===== config.mk =====
export PLATFORM = sky130hd
export DESIGN_NAME = scan_sequencer_flat
export DESIGN_NICKNAME = d
export VERILOG_FILES = /design/src/rtl/scan_if.sv /design/src/rtl/scan_sequencer.sv /design/src/flat_wrapper.sv
export SDC_FILE = /design/constraint.sdc
export NUM_CORES = 1
export LEC_CHECK = 0
export CAP_MARGIN = 20
export CORE_MARGIN = 3
export CORE_UTILIZATION = 52
export CTS_CLUSTER_DIAMETER = 200
export DETAILED_ROUTE_END_ITERATION = 10
export GPL_ROUTABILITY_DRIVEN = 1
export GPL_TIMING_DRIVEN = 0
export PLACE_DENSITY_LB_ADDON = 0.3
export SETUP_SLACK_MARGIN = 0.05
export SLEW_MARGIN = 30
export SYNTH_ARGS = -nofsm -noshare
export SYNTH_HDL_FRONTEND = slang
export SYNTH_SLANG_ARGS = --single-unit

===== constraint.sdc =====
create_clock -name clk -period 2.3 [get_ports clk]
set_clock_uncertainty 0.05 [all_clocks]
set_input_delay 0.575 -clock clk [delete_from_list [all_inputs] [get_ports clk]]
set_output_delay 0.575 -clock clk [all_outputs]
set_load 0.01 [all_outputs]

===== src/rtl/scan_if.sv =====
// Handshake and select bus between the scan controller (master) and scan_sequencer (slave).
// The SCAN_LOOP_EN macro adds the loop request and wrap indication signals.
interface scan_if #(
  parameter int unsigned DIV_W = 8
) ();
  logic             start;
  logic             stop;
  logic [3:0]       first;
  logic [3:0]       last;
  logic             up;
  logic [DIV_W-1:0] div;
  logic [3:0]       sel_out;
  logic             sel_valid;
  logic             busy;
  logic             step;
  logic             done;
`ifdef SCAN_LOOP_EN
  logic             loop;
  logic             wrap;
`endif

  modport master (
`ifdef SCAN_LOOP_EN
    output loop,
    input  wrap,
`endif
    output start, stop, first, last, up, div,
    input  sel_out, sel_valid, busy, step, done
  );

  modport slave (
`ifdef SCAN_LOOP_EN
    input  loop,
    output wrap,
`endif
    input  start, stop, first, last, up, div,
    output sel_out, sel_valid, busy, step, done
  );
endinterface


===== src/rtl/scan_sequencer.sv =====
// Walks a latched index range (up/down, mod-16) holding each index div+1 cycles; drives decoder select.
// Optional continuous looping over the range is enabled by defining SCAN_LOOP_EN.
module scan_sequencer #(
  parameter int unsigned DIV_W = 8
) (
  input logic   clk,
  input logic   rst,
  scan_if.slave bus
);

  typedef enum logic [1:0] {IDLE, RUN, DONE} state_t;

  state_t           state;
  logic [3:0]       first_q;
  logic [3:0]       last_q;
  logic             up_q;
  logic [DIV_W-1:0] div_q;
  logic [DIV_W-1:0] pre;
  logic [3:0]       sel_q;
  logic             sel_valid_q;
  logic             busy_q;
  logic             step_q;
  logic             done_q;
  logic             terminal_c;
`ifdef SCAN_LOOP_EN
  logic             loop_q;
  logic             wrap_q;
`endif

  // Last cycle of the current index dwell.
  assign terminal_c = (pre == div_q);

  // step is precomputed one cycle early so it is high exactly on the terminal dwell cycle.
  always_ff @(posedge clk) begin
    if (rst) begin
      state       <= IDLE;
      first_q     <= '0;
      last_q      <= '0;
      up_q        <= 1'b0;
      div_q       <= '0;
      pre         <= '0;
      sel_q       <= '0;
      sel_valid_q <= 1'b0;
      busy_q      <= 1'b0;
      step_q      <= 1'b0;
      done_q      <= 1'b0;
`ifdef SCAN_LOOP_EN
      loop_q      <= 1'b0;
      wrap_q      <= 1'b0;
`endif
    end else begin
      case (state)
        IDLE: begin
          if (bus.start) begin
            first_q     <= bus.first;
            last_q      <= bus.last;
            up_q        <= bus.up;
            div_q       <= bus.div;
`ifdef SCAN_LOOP_EN
            loop_q      <= bus.loop;
`endif
            state       <= RUN;
            sel_q       <= bus.first;
            sel_valid_q <= 1'b1;
            busy_q      <= 1'b1;
            pre         <= '0;
            step_q      <= (bus.div == '0);
          end
        end

        RUN: begin
`ifdef SCAN_LOOP_EN
          wrap_q <= 1'b0;
`endif
          pre <= terminal_c ? '0 : DIV_W'(pre + 1'b1);
          if (bus.stop) begin
            state       <= IDLE;
            sel_valid_q <= 1'b0;
            busy_q      <= 1'b0;
            step_q      <= 1'b0;
          end else if (terminal_c) begin
            if (sel_q != last_q) begin
              sel_q  <= up_q ? 4'(sel_q + 4'd1) : 4'(sel_q - 4'd1);
              step_q <= (div_q == '0);
            end
`ifdef SCAN_LOOP_EN
            else if (loop_q) begin
              sel_q  <= first_q;
              wrap_q <= 1'b1;
              step_q <= (div_q == '0);
            end
`endif
            else begin
              state       <= DONE;
              done_q      <= 1'b1;
              sel_valid_q <= 1'b0;
              busy_q      <= 1'b0;
              step_q      <= 1'b0;
            end
          end else begin
            step_q <= (DIV_W'(pre + 1'b1) == div_q);
          end
        end

        DONE: begin
          done_q <= 1'b0;
          state  <= IDLE;
        end

        default: state <= IDLE;
      endcase
    end
  end

  assign bus.sel_out   = sel_q;
  assign bus.sel_valid = sel_valid_q;
  assign bus.busy      = busy_q;
  assign bus.step      = step_q;
  assign bus.done      = done_q;
`ifdef SCAN_LOOP_EN
  assign bus.wrap      = wrap_q;
`endif

endmodule


===== src/flat_wrapper.sv =====
// flat-port wrapper written by rule: the top's interface ports become plain ports
module scan_sequencer_flat 
#(
  parameter int unsigned DIV_W = 8
)
  (clk, rst, bus_start, bus_stop, bus_first, bus_last, bus_up, bus_div, bus_sel_out, bus_sel_valid, bus_busy, bus_step, bus_done);
  scan_if #(.DIV_W(DIV_W)) bus_i ();
  input logic clk;
  input logic rst;
  input wire logic [$bits(bus_i.start)-1:0] bus_start;
  input wire logic [$bits(bus_i.stop)-1:0] bus_stop;
  input wire logic [$bits(bus_i.first)-1:0] bus_first;
  input wire logic [$bits(bus_i.last)-1:0] bus_last;
  input wire logic [$bits(bus_i.up)-1:0] bus_up;
  input wire logic [$bits(bus_i.div)-1:0] bus_div;
  output wire logic [$bits(bus_i.sel_out)-1:0] bus_sel_out;
  output wire logic [$bits(bus_i.sel_valid)-1:0] bus_sel_valid;
  output wire logic [$bits(bus_i.busy)-1:0] bus_busy;
  output wire logic [$bits(bus_i.step)-1:0] bus_step;
  output wire logic [$bits(bus_i.done)-1:0] bus_done;
  assign bus_i.start = bus_start;
  assign bus_i.stop = bus_stop;
  assign bus_i.first = bus_first;
  assign bus_i.last = bus_last;
  assign bus_i.up = bus_up;
  assign bus_i.div = bus_div;
  assign bus_sel_out = bus_i.sel_out;
  assign bus_sel_valid = bus_i.sel_valid;
  assign bus_busy = bus_i.busy;
  assign bus_step = bus_i.step;
  assign bus_done = bus_i.done;
  scan_sequencer #(.DIV_W(DIV_W)) u_core (.clk(clk), .rst(rst), .bus(bus_i));
endmodule

==> parameters.txt <==
Parameter                              Value

Setup path
  Crit-path max FO ... 9
  Worst-path cell chain ... clkdlybuf4s50_1 -> nor3b_4 -> o22ai_1 -> or3_1 -> a21oi_1
  CP Data Required Time ... 2.52 ns
  Maximum single-stage delay on the critical path ... 0.47 ns
  Worst EP arrival ... 2.33 ns
  Worst path slowest cell ... sky130_fd_sc_hd__clkdlybuf4s50_1
  Element type at the critical path end ... register
  Startpoint class of the critical path ... input pin
  Reg2Reg Depth ... 4
  Reg2Reg Launch Point ... u_core.state[0]$_SDFFE_PP0P_
  Critical register-to-register path endpoint ... u_core.bus.sel_out[2]$_SDFFE_PP0P_
  Path type of the worst setup path ... input pin to register
  Worst-case register-to-register setup slack ... 0.46 ns

Cells and area
  Nets@finish ... 262
  Antenna cell count ... 0
  Count of fill cells added during filler insertion ... 264
  Final Core Density ... 67.8%
  Most common library cell in the layout ignoring fill and taps ... sky130_fd_sc_hd__nand2_1
  Area growth, synth to finish ... 22.6%
  Area of all placed cells without fillers ... 2090 um^2
  Most frequent cells in the layout ... 38 x sky130_fd_sc_hd__nand2_1, 30 x sky130_fd_sc_hd__dfxtp_1, 27 x sky130_fd_sc_hd__clkdlybuf4s50_1, 24 x sky130_fd_sc_hd__a21oi_1, 11 x sky130_fd_sc_hd__xnor2_1
  Share of layout cells above drive strength 1 ... 9.66%

Floorplanning
  Total number of placement rows ... 20
  Area of the die ... 4000 um^2
  Floorplan core area ... 3080 um^2
  Number of placed I/O pins ... 29
  Die Span X ... 63.2 um
  Initial core utilization ... 55.3%
  Die Y ... 63.2 um

Synthesis
  Cell area after synthesis ... 1700 um^2
  Async set-reset flop share out of synthesis ... 0%
  Primary flip-flop cell chosen by synthesis mapping ... sky130_fd_sc_hd__dfxtp_1
  Dominant cell type by area after synthesis ... sky130_fd_sc_hd__dfxtp_1
  Cell count after synthesis ... 203
  Count of synthesis-stage warnings from yosys ... 0
  Mean area per synthesized cell ... 8.39 um^2
  Fraction of synthesized cell area taken by the top area cell type ... 35.3%
  Unique masters post-synth ... 43
  Seq/Total Area, Yosys ... 35.3%
  Cell types with the largest area share after synthesis ... sky130_fd_sc_hd__dfxtp_1 35%, sky130_fd_sc_hd__nand2_1 8.4%, sky130_fd_sc_hd__a21oi_1 7.1%
  Number of enable flip-flop cells after synthesis ... 0
  FF+latch count, synth ... 30
  Synthesized netlist net count ... 228

Timing
  Final-report hold violation count ... 0
  Final count of negative-setup-slack endpoints ... 0
  Max-slew violation count ... 0
  Final critical delay including setup and external delays ... 2.11 ns
  Maximum clock frequency ... 0.474 GHz
  Final worst-path cycle share ... 91.8%
  Unrepaired setup endpoints after global routing ... false
  Hold WS ... 0.432 ns
  Worst slew margin relative to its limit ... 49.2%
  Worst Tran Pin Value ... 0.757 ns

Clocking
  Source-to-sink clock delay at the later pin of the worst-skew pair ... 0.34 ns
  CTS tree ... yes
  H-tree depth ... 2
  Count of instances resized after the clock tree is built ... 0
  Buffer cell driving the clock tree root ... sky130_fd_sc_hd__clkbuf_4
  Number of hold buffers added after cts ... 0
  Clock slew at the register clock pins of the worst setup and hold paths ... 0.10 ns
  Buffers inserted by post-CTS timing repair ... 0
  Cts bufs inserted ... 5
  Clock tree sinks ... 30
  Max clock buf depth ... 2

Pwr
  Cell area power density ... 582 nW/um^2
  Gate power share ... 24.1%
  Internal portion of total power ... 0.848 mW
  Relative contribution of sequential cells to total power ... 48.3%
  Sw Share ... 30.3%
  Clock group share of total power ... 27.5%
  Static Leakage ... 0.725 nW
  Net load switching power ... 0.368 mW
  Worst IR drop on VDD ... 350 uV

Global route
  Maximum number of pins on one net before global-route repair ... 11
  Initial antenna violation count ... 0
  Overflow left after global routing ... 0
  Vias in the first global route ... 1,384
  Overall track demand over capacity in global routing ... 20.6%
  Wire length of the first global-routing pass ... 6420 um

Drt
  Sum of routed wire length over all layers ... 3740 um
  Initial DRT Pass Iterations ... 4
  WL per Instance ... 13.3 um
  Vias per inst ... 5.32
  DR DRC count ... 0
  ANT nets after route ... 0
  Via total after detailed routing ... 1,499
  DRC marker count from the first detailed-route iteration ... 137

Run status
  Result of the run ... complete, no violations

Place
  Final weighted congestion in routability-driven placement ... 0.899
  Post-DP Area ... 2030 um^2
  Port Buf Inserts ... 27
  Post-detailed-placement half-perimeter wirelength ... 2780 um

Worst hold path
  Worst hold path cell count ... 2
  Hold Path Sink ... u_core.bus.done$_SDFFE_PP0P_
  Min-Delay Path Class ... register to register
  Worst hold start ... u_core.bus.done$_SDFFE_PP0P_

Job
  Count of max-cap constraint violations ... 0
## cells in the mapped netlist (all sizes together) (2+ instances only)
cell type / number
nor3: 5
nand3: 7
buf: 4
nand4: 4
nand2: 39
o211ai: 2
nor2: 5
dfxtp: 30
nand2b: 3
mux2: 2
o21ai: 13
a22oi: 3
xor2: 6
and3: 2
clkbuf: 6
nor4: 8
a21oi: 24
o21bai: 2
or3: 3
xnor2: 16
inv: 3
nor3b: 2
ha: 3
## sequential cells by signal (all words and copies together), names as in the netlist
name                  flops
u_core.pre                8
u_core.last_q             4
u_core.div_q              8
u_core.bus.sel_valid      1
u_core.bus.step           1
u_core.bus.sel_out        4
u_core.up_q               1
u_core.state              2
u_core.bus.done           1
## critical path, delay by kind of cell
family / cells / cell delay [ns]
buffers and inverters: 1 / 0.47
AO/OA/AOI/OAI: 2 / 0.46
AND/OR/NAND/NOR: 2 / 0.83
## power by group through the flow
stage	Combinational (mW)	Clock [mW]	Sequential, mW
6_report	0.294	0.335	0.588
3_3_place_gp	0.289	0	0.600
2_1_floorplan	0.192	0	0.596
4_1_cts	0.293	0.338	0.588
3_5_place_dp	0.292	0	0.600
5_1_grt	0.326	0.374	0.594
## area by class of cell
type	count	area [um^2]	area share, %
tap	44	55.1	2.64
buffer	10	60.1	2.88
sequential	30	601	28.8
clock buffer	7	55.1	2.64
inverter	3	11.3	0.539
timing repair buffer	27	270	12.9
clock inverter	1	5.00	0.240
multi-input combinational	160	1030	49.4
## worst max-delay path by stage
stage	from	endpoint	slack (ns)	cells after the start
after floorplan	rst	u_core.bus.step$_SDFFE_PP0P_	0.61	5
after global placement	bus_start	u_core.bus.sel_out[2]$_SDFFE_PP0P_	-0.11	5
after detailed placement	bus_start	u_core.bus.sel_out[2]$_SDFFE_PP0P_	-0.12	5
after CTS	u_core.bus.sel_out[0]$_SDFFE_PP0P_	bus_sel_out[0]	0.23	1
after global routing	bus_start	u_core.bus.sel_out[2]$_SDFFE_PP0P_	0.06	5
final	bus_start	u_core.bus.sel_out[2]$_SDFFE_PP0P_	0.19	5
## through the flow
stage	instances	power [mW]	setup WS (ns)	setup TNS [ns]
after floorplan	203	0.788	0.606	0
after global placement	274	0.888	-0.112	-0.114
after detailed placement	274	0.892	-0.118	-0.118
after CTS	282	1.22	0.228	0
after global routing	282	1.29	0.0616	0
final	282	1.22	0.189	0
## kinds of logic after synthesis
| kind of cell | after synthesis | share of synthesized area [%] |
|---|---|---|
| AOI/OAI and AO/OA | 51 | 17.3 |
| xor gates and xnor gates | 22 | 13.5 |
| adders and majority gates | 4 | 3.38 |
| buffers and inverters | 13 | 4.19 |
| DFF | 30 | 35.3 |
| muxes | 2 | 1.32 |
| and+or+nand+nor | 81 | 25.0 |
## per-layer routing
metal | share of wire, % | routed length, um | vias to the layer above | track usage, %
met4 | 1.4 | 51 | 0 | 7.01
met5 | 0 | 0 | - | 0
li1 | - | - | 784 | -
met3 | 7.0 | 262 | 6 | 7.49
met2 | 43 | 1630 | 51 | 30.0
met1 | 48 | 1800 | 658 | 28.0
No activity file was read; power rests on OpenSTA's default activity.
